[src/rtl/lcz80_pkg.sv]
`default_nettype none
// ============================================================================
// Module   : lcz80_pkg
// Purpose  : Shared definitions for the 16-bit arithmetic sequencer that
//            drives the 8-bit lcz80_alu: ALU_Op encodings, the 16-bit
//            operation encoding, sequencer states and Z80 flag bit indices.
// Ports    : none (package)
// Revision : 1.0  initial release
// ============================================================================
package lcz80_pkg;

  // ALU_Op encodings understood by lcz80_alu (arithmetic group)
  localparam logic [3:0] ALU_OP_ADD = 4'b0000;
  localparam logic [3:0] ALU_OP_ADC = 4'b0001;
  localparam logic [3:0] ALU_OP_SUB = 4'b0010;
  localparam logic [3:0] ALU_OP_SBC = 4'b0011;
  localparam logic [3:0] ALU_OP_AND = 4'b0100;
  localparam logic [3:0] ALU_OP_XOR = 4'b0101;
  localparam logic [3:0] ALU_OP_OR  = 4'b0110;
  localparam logic [3:0] ALU_OP_CP  = 4'b0111;

  // 16-bit operation requested by decode; code 2'b11 is reserved
  typedef enum logic [1:0] {
    OP16_ADD = 2'b00,
    OP16_ADC = 2'b01,
    OP16_SBC = 2'b10,
    OP16_RSV = 2'b11
  } op16_e;

  // Sequencer states
  typedef enum logic [1:0] {
    ST_IDLE = 2'b00,
    ST_LO   = 2'b01,
    ST_HI   = 2'b10
  } state_e;

  // Z80 flag bit positions
  localparam int FLAG_C  = 0;
  localparam int FLAG_N  = 1;
  localparam int FLAG_PV = 2;
  localparam int FLAG_X  = 3;
  localparam int FLAG_H  = 4;
  localparam int FLAG_Y  = 5;
  localparam int FLAG_Z  = 6;
  localparam int FLAG_S  = 7;

  // ALU_Op for the low-byte pass. Plain ADD starts without carry;
  // ADC/SBC fold the incoming carry into the low byte.
  function automatic logic [3:0] alu_op_lo(input op16_e o);
    logic [3:0] r;
    r = ALU_OP_ADD;
    case (o)
      OP16_ADC: r = ALU_OP_ADC;
      OP16_SBC: r = ALU_OP_SBC;
      default:  r = ALU_OP_ADD;
    endcase
    return r;
  endfunction

  // ALU_Op for the high-byte pass: always the carry-using variant so the
  // carry/borrow from the low pass ripples into the high byte.
  function automatic logic [3:0] alu_op_hi(input op16_e o);
    logic [3:0] r;
    r = ALU_OP_ADC;
    if (o == OP16_SBC) r = ALU_OP_SBC;
    return r;
  endfunction

endpackage : lcz80_pkg
`default_nettype wire

[src/rtl/lcz80_alu16_seq.sv]
`default_nettype none
// ============================================================================
// Module   : lcz80_alu16_seq
// Purpose  : Runs ADD HL,rr / ADC HL,rr / SBC HL,rr as two passes through
//            the external 8-bit lcz80_alu (low byte, then high byte) and
//            merges the passes into a 16-bit result and final flag byte.
// Ports    : clk, reset_n        clock / async active-low reset
//            start, op, op_a,    request and operands, sampled in IDLE
//            op_b, f_in
//            busy, done          status; done is a one-cycle pulse
//            result, f_out       registered 16-bit result and flags
//            alu_*  (out)        control/data to the ALU
//            alu_q, alu_f (in)   Q and F_Out from the ALU
//            wz (out, optional)  op_a + 1 captured at start (MEMPTR)
// Options  : LCZ80_ALU16_WZ_EN  adds the wz output and its register
// Revision : 1.0  initial release
// ============================================================================
module lcz80_alu16_seq
  import lcz80_pkg::*;
(
  input  logic        clk,
  input  logic        reset_n,
  input  logic        start,
  input  logic [1:0]  op,
  input  logic [15:0] op_a,
  input  logic [15:0] op_b,
  input  logic [7:0]  f_in,
  output logic        busy,
  output logic        done,
  output logic [15:0] result,
  output logic [7:0]  f_out,
  output logic [3:0]  alu_op,
  output logic        alu_arith16,
  output logic        alu_z16,
  output logic [7:0]  alu_bus_a,
  output logic [7:0]  alu_bus_b,
  output logic [7:0]  alu_f_in,
  input  logic [7:0]  alu_q,
  input  logic [7:0]  alu_f
`ifdef LCZ80_ALU16_WZ_EN
  ,
  output logic [15:0] wz
`endif
);

  state_e      state_q, state_d;
  op16_e       op_q,    op_d;
  logic [15:0] a_q,     a_d;
  logic [15:0] b_q,     b_d;
  logic [7:0]  fl_q,    fl_d;
  logic [7:0]  lo_q,    lo_d;
  logic [7:0]  lo_f_q,  lo_f_d;
  logic [15:0] res_q,   res_d;
  logic [7:0]  f_out_q, f_out_d;
  logic        done_q,  done_d;
`ifdef LCZ80_ALU16_WZ_EN
  logic [15:0] wz_q,    wz_d;
`endif

  // Next-state logic
  always_comb begin
    state_d = state_q;
    op_d    = op_q;
    a_d     = a_q;
    b_d     = b_q;
    fl_d    = fl_q;
    lo_d    = lo_q;
    lo_f_d  = lo_f_q;
    res_d   = res_q;
    f_out_d = f_out_q;
    done_d  = 1'b0;
`ifdef LCZ80_ALU16_WZ_EN
    wz_d    = wz_q;
`endif
    case (state_q)
      ST_IDLE: begin
        if (start) begin
          // The reserved code behaves exactly like ADD16, so fold it here
          // and the rest of the datapath only sees three operations.
          op_d    = (op == 2'b11) ? OP16_ADD : op16_e'(op);
          a_d     = op_a;
          b_d     = op_b;
          fl_d    = f_in;
`ifdef LCZ80_ALU16_WZ_EN
          wz_d    = op_a + 16'd1;
`endif
          state_d = ST_LO;
        end
      end
      ST_LO: begin
        lo_d    = alu_q;
        lo_f_d  = alu_f;
        state_d = ST_HI;
      end
      ST_HI: begin
        res_d   = {alu_q, lo_q};
        f_out_d = alu_f;
        done_d  = 1'b1;
        state_d = ST_IDLE;
      end
      default: state_d = ST_IDLE;
    endcase
  end

  // ALU drive: zero while idle so the shared ALU sees a quiet bus
  always_comb begin
    alu_op      = 4'b0000;
    alu_arith16 = 1'b0;
    alu_z16     = 1'b0;
    alu_bus_a   = 8'h00;
    alu_bus_b   = 8'h00;
    alu_f_in    = 8'h00;
    case (state_q)
      ST_LO: begin
        alu_op      = alu_op_lo(op_q);
        // ADD16 leaves S/Z/P untouched, so the ALU must pass them through
        alu_arith16 = (op_q == OP16_ADD);
        alu_z16     = 1'b0;
        alu_bus_a   = a_q[7:0];
        alu_bus_b   = b_q[7:0];
        alu_f_in    = fl_q;
      end
      ST_HI: begin
        alu_op      = alu_op_hi(op_q);
        alu_arith16 = (op_q == OP16_ADD);
        // For ADC/SBC the ALU ANDs its zero detect with the low-pass Z
        // (carried in via lo_f), giving a true 16-bit zero flag.
        alu_z16     = (op_q != OP16_ADD);
        alu_bus_a   = a_q[15:8];
        alu_bus_b   = b_q[15:8];
        alu_f_in    = lo_f_q;
      end
      default: ;
    endcase
  end

  always_ff @(posedge clk or negedge reset_n) begin
    if (!reset_n) begin
      state_q <= ST_IDLE;
      op_q    <= OP16_ADD;
      a_q     <= 16'h0000;
      b_q     <= 16'h0000;
      fl_q    <= 8'h00;
      lo_q    <= 8'h00;
      lo_f_q  <= 8'h00;
      res_q   <= 16'h0000;
      f_out_q <= 8'h00;
      done_q  <= 1'b0;
`ifdef LCZ80_ALU16_WZ_EN
      wz_q    <= 16'h0000;
`endif
    end else begin
      state_q <= state_d;
      op_q    <= op_d;
      a_q     <= a_d;
      b_q     <= b_d;
      fl_q    <= fl_d;
      lo_q    <= lo_d;
      lo_f_q  <= lo_f_d;
      res_q   <= res_d;
      f_out_q <= f_out_d;
      done_q  <= done_d;
`ifdef LCZ80_ALU16_WZ_EN
      wz_q    <= wz_d;
`endif
    end
  end

  assign busy   = (state_q != ST_IDLE);
  assign done   = done_q;
  assign result = res_q;
  assign f_out  = f_out_q;
`ifdef LCZ80_ALU16_WZ_EN
  assign wz     = wz_q;
`endif

endmodule : lcz80_alu16_seq
`default_nettype wire

[config.mk]
export PLATFORM = sky130hd
export DESIGN_NAME = lcz80_alu16_seq
export DESIGN_NICKNAME = d
export VERILOG_FILES = /design/src/rtl/lcz80_pkg.sv /design/src/rtl/lcz80_alu16_seq.sv
export SDC_FILE = /design/constraint.sdc
export NUM_CORES = 1
export LEC_CHECK = 0
export CORE_ASPECT_RATIO = 2
export CORE_UTILIZATION = 47
export DETAILED_ROUTE_END_ITERATION = 7
export PLACE_DENSITY = 0.8
export SLEW_MARGIN = 10
export SYNTH_ARGS = -nofsm -noshare
export SYNTH_HDL_FRONTEND = slang
export SYNTH_SLANG_ARGS = --single-unit
[constraint.sdc]
create_clock -name clk -period 1.7 [get_ports clk]
set_input_delay 0.255 -clock clk [delete_from_list [all_inputs] [get_ports clk]]
set_output_delay 0.255 -clock clk [all_outputs]
set_load 0.02 [all_outputs]
==> results.sh <==
export IMPL_status="finished with violations"
export IMPL_violated_checks="negative setup slack"
export IMPL_place_worst_setup_slack_ns=-0.359
export IMPL_synth_main_ff_cell="sky130_fd_sc_hd__dfrtp_1"
export IMPL_worstHoldPathType="primary input to asynchronous set/reset pin"
export IMPL_worst_setup_path_type="flip-flop to primary output"
export IMPL_worst_setup_path_end_kind="primary output"
export IMPL_grt_antenna_before_repair=0
export IMPL_worst_ir_drop_vdd_v=0.00138
export IMPL_postSynthCellCount=257
export IMPL_pin_count_of_the_biggest_net_entering_global_routing=29
export IMPL_finClkSkew_ns=0.00384
export IMPL_numClockSinks=85
export IMPL_synth_top_cell_area_share_pct=55.4
export IMPL_place_hpwl_um=6520
export IMPL_placed_cells_incl_taps=476
export IMPL_fp_dieW_um=65.9
export IMPL_start_util_pct=48.4
export IMPL_synth_area_per_cell_um2=14.9
export IMPL_detail_routed_via_count_per_cell=5.13
export IMPL_setup_worst_path_start_class="flip-flop"
export IMPL_core_region_area_mm2=0.00794
export IMPL_layout_area_seq_mm2=0.00213
export IMPL_synth_commonest_cells="85 x sky130_fd_sc_hd__dfrtp_1, 38 x sky130_fd_sc_hd__mux2_4, 36 x sky130_fd_sc_hd__mux2_2, 26 x sky130_fd_sc_hd__nor2b_1, 24 x sky130_fd_sc_hd__a22oi_1"
export IMPL_report_final_slew_viol_count=0
export IMPL_crit_path_max_fanout=11
export IMPL_final_period_minus_worst_setup_slack_ns=1.91
export IMPL_power_density_mw_per_mm2=2150
export IMPL_design_die_area_mm2=0.00856
export IMPL_synth_ff_latch_count=85
export IMPL_hold_viol=0
export IMPL_std_cell_rows=46
export IMPL_crit_required_ns=1.44
export IMPL_worst_setup_hold_path_clk_slew_ns=0.06
export IMPL_finish_net_count=467
export IMPL_drt_pass1_iter_count=4
export IMPL_yosys_top_cells_area="sky130_fd_sc_hd__dfrtp_1 55%, sky130_fd_sc_hd__mux2_4 15%, sky130_fd_sc_hd__mux2_2 11%, sky130_fd_sc_hd__a22oi_1 4.7%, sky130_fd_sc_hd__nor2b_1 4.2%"
export IMPL_grt_setup_unrepaired="yes"
export IMPL_track_usage_pct=23.5
export IMPL_synth_area_mm2=0.00384
export IMPL_chipHeight_um=130
export IMPL_first_pass_grt_wire_length_um=14800
export IMPL_via_total_after_detailed_routing=2562
export IMPL_post_route_cells_drive_above_1_share_pct=47.6
export IMPL_number_of_global_route_vias_before_repair=2918
export IMPL_ioPinCount=117
export IMPL_synth_async_sr_flop_share_pct=100
export IMPL_port_buffers=114
export IMPL_globalplace_congestion=0.764
export IMPL_layout_cells_non_filler=499
export IMPL_areaGrowthSynthToFinish_pct=52.2
export IMPL_cts_htree_levels=3
export IMPL_design_power_total_mw=12.6
export IMPL_max_cap_violations=0
export IMPL_global_route_overflow_total=0
export IMPL_seq_area_frac_synth_pct=55.4
export IMPL_finalCritPeriodShare_pct=112
export IMPL_ant_nets=0
export IMPL_synth_most_common_cell="sky130_fd_sc_hd__dfrtp_1"
export IMPL_synth_enable_flop_cells=0
export IMPL_fillcell_total=512
export IMPL_arrival_worst_endpoint_ns=1.66
export IMPL_finalWorstSetupSlack_ns=-0.212
export IMPL_static_leakage_power_nw=2.61
export IMPL_synth_top_cell_by_area="sky130_fd_sc_hd__dfrtp_1"
export IMPL_route_final_wire_length_um=9170
export IMPL_wl_per_cell_um=18.4
export IMPL_fmaxAchievable_mhz=523
export IMPL_drc_errors=0
export IMPL_setup_violations_final=28
export IMPL_tritoncts_clock_tree="yes"
export IMPL_antenna_cells_inserted=0
export IMPL_multiInputGateArea_mm2=0.00181
export IMPL_total_clock_buffers_created_by_cts=9
export IMPL_clock_network_latency_to_the_later_pin_of_the_worst_skew_pair_ns=0.34
export IMPL_drt_first_iter_violations=84
export IMPL_synthesis_yosys_warnings=0
export IMPL_clockBufferDepth=2
export IMPL_tns_ns=-4.84
export IMPL_clock_tree_root_cell="sky130_fd_sc_hd__clkbuf_16"
export IMPL_post_synth_num_cell_types=19
## per-stage QoR
stage	hold WS, ns	area, um^2	util [%]
final	0.368	5850	73.6
after global routing	0.392	5850	73.6
after CTS	0.370	5720	72.1
after detailed placement	0.193	5230	65.8
after global placement	0.190	5230	65.8
after floorplan	-0.0406	3840	-
## registers in the layout, summed over array words and instances (netlist names)
name / count
a_q: 16
b_q: 16
done: 1
f_out: 8
fl_q: 8
lo_f_q: 8
lo_q: 8
op_q: 2
result: 16
state_q: 2
## worst max-delay path, cell delays in order, from the launching register on
cell	delay, ns
sky130_fd_sc_hd__dfrtp_2	0.44
sky130_fd_sc_hd__buf_6	0.13
sky130_fd_sc_hd__ha_4	0.19
sky130_fd_sc_hd__buf_12	0.15
sky130_fd_sc_hd__a22oi_1	0.16
sky130_fd_sc_hd__nor2b_1	0.07
sky130_fd_sc_hd__buf_4	0.16
## timing repair
| item | in CTS | in global routing |
|---|---|---|
| hold buffers | 1 | 0 |
| pin swaps | 4 | 6 |
| setup endpoints to repair | 53 | 53 |
| gates resized for setup | 181 | 31 |
| cloned | 1 | 1 |
| setup buffers | 4 | 0 |
| hold endpoints to repair | 24 | 0 |
## cell families (layout without fill, tap and decap cells)
kind of cell | Yosys count | after routing | share of synthesized area [%]
DFF | 85 | 85 | 55.4
adders and majority gates | 8 | 8 | 2.61
buffers and inverters | 22 | 167 | 3.52
muxes | 84 | 84 | 28.3
and+or+nand+nor | 31 | 31 | 5.05
AOI/OAI and AO/OA | 26 | 26 | 5.08
other | 1 | 2 | 0.0976
## layer usage
layer  routed length (um)  GRT usage, %  vias up  part of all wire [%]
li1                     -             -     1179                     -
met1                 3350          25.1     1284                    36
met2                 5150          41.8       84                    56
met3                  435          6.03       15                   4.7
met4                  231          11.1        0                   2.5
met5                    0             0        -                     0
## cells in the final DEF, fill, tap and decap left out, types with 3 or more instances in the layout
cell and count:
sky130_fd_sc_hd__clkbuf_16 9, sky130_fd_sc_hd__dfrtp_1 84, sky130_fd_sc_hd__nor2b_1 13, sky130_fd_sc_hd__ha_1 3, sky130_fd_sc_hd__buf_6 19, sky130_fd_sc_hd__nand2b_1 3
sky130_fd_sc_hd__mux2_2 36, sky130_fd_sc_hd__nor2b_4 6, sky130_fd_sc_hd__nor2b_2 7, sky130_fd_sc_hd__mux2_1 8, sky130_fd_sc_hd__a22oi_2 18, sky130_fd_sc_hd__mux2_4 38
sky130_fd_sc_hd__a22oi_1 6, sky130_fd_sc_hd__buf_4 33, sky130_fd_sc_hd__clkdlybuf4s50_1 84, sky130_fd_sc_hd__buf_12 4, sky130_fd_sc_hd__inv_1 3, sky130_fd_sc_hd__ha_4 5
## path summary, 6_finish.rpt
kind                             from           end  slack (ns)  cells after the start
max in group asynchronous     reset_n    state_q[0]        0.77                      3
hold / removal                reset_n     result[7]        0.37                      2
setup reg to reg           state_q[1]     lo_f_q[6]        0.05                      6
min in group clk              lo_q[2]     result[2]        0.49                      1
hold reg to reg               lo_q[2]     result[2]        0.49                      1
setup / recovery           state_q[0]  alu_bus_b[5]       -0.21                      6
## cell type report
type	count	area share, %
clock buffers	10	4.09
clock inverters	6	1.22
inverters	5	0.364
multi-input cells	151	31.0
flip-flops and latches	85	36.4
well taps	96	2.05
repair buffers	146	24.9
## power breakdown
part	switching [mW]	total (mW)	internal (mW)	leakage, nW
logic	2.89	6.83	3.94	1.46
clock network	0.818	2.01	1.19	0.145
registers	0.673	3.75	3.08	1.00
(Power assumes the default switching activity.)
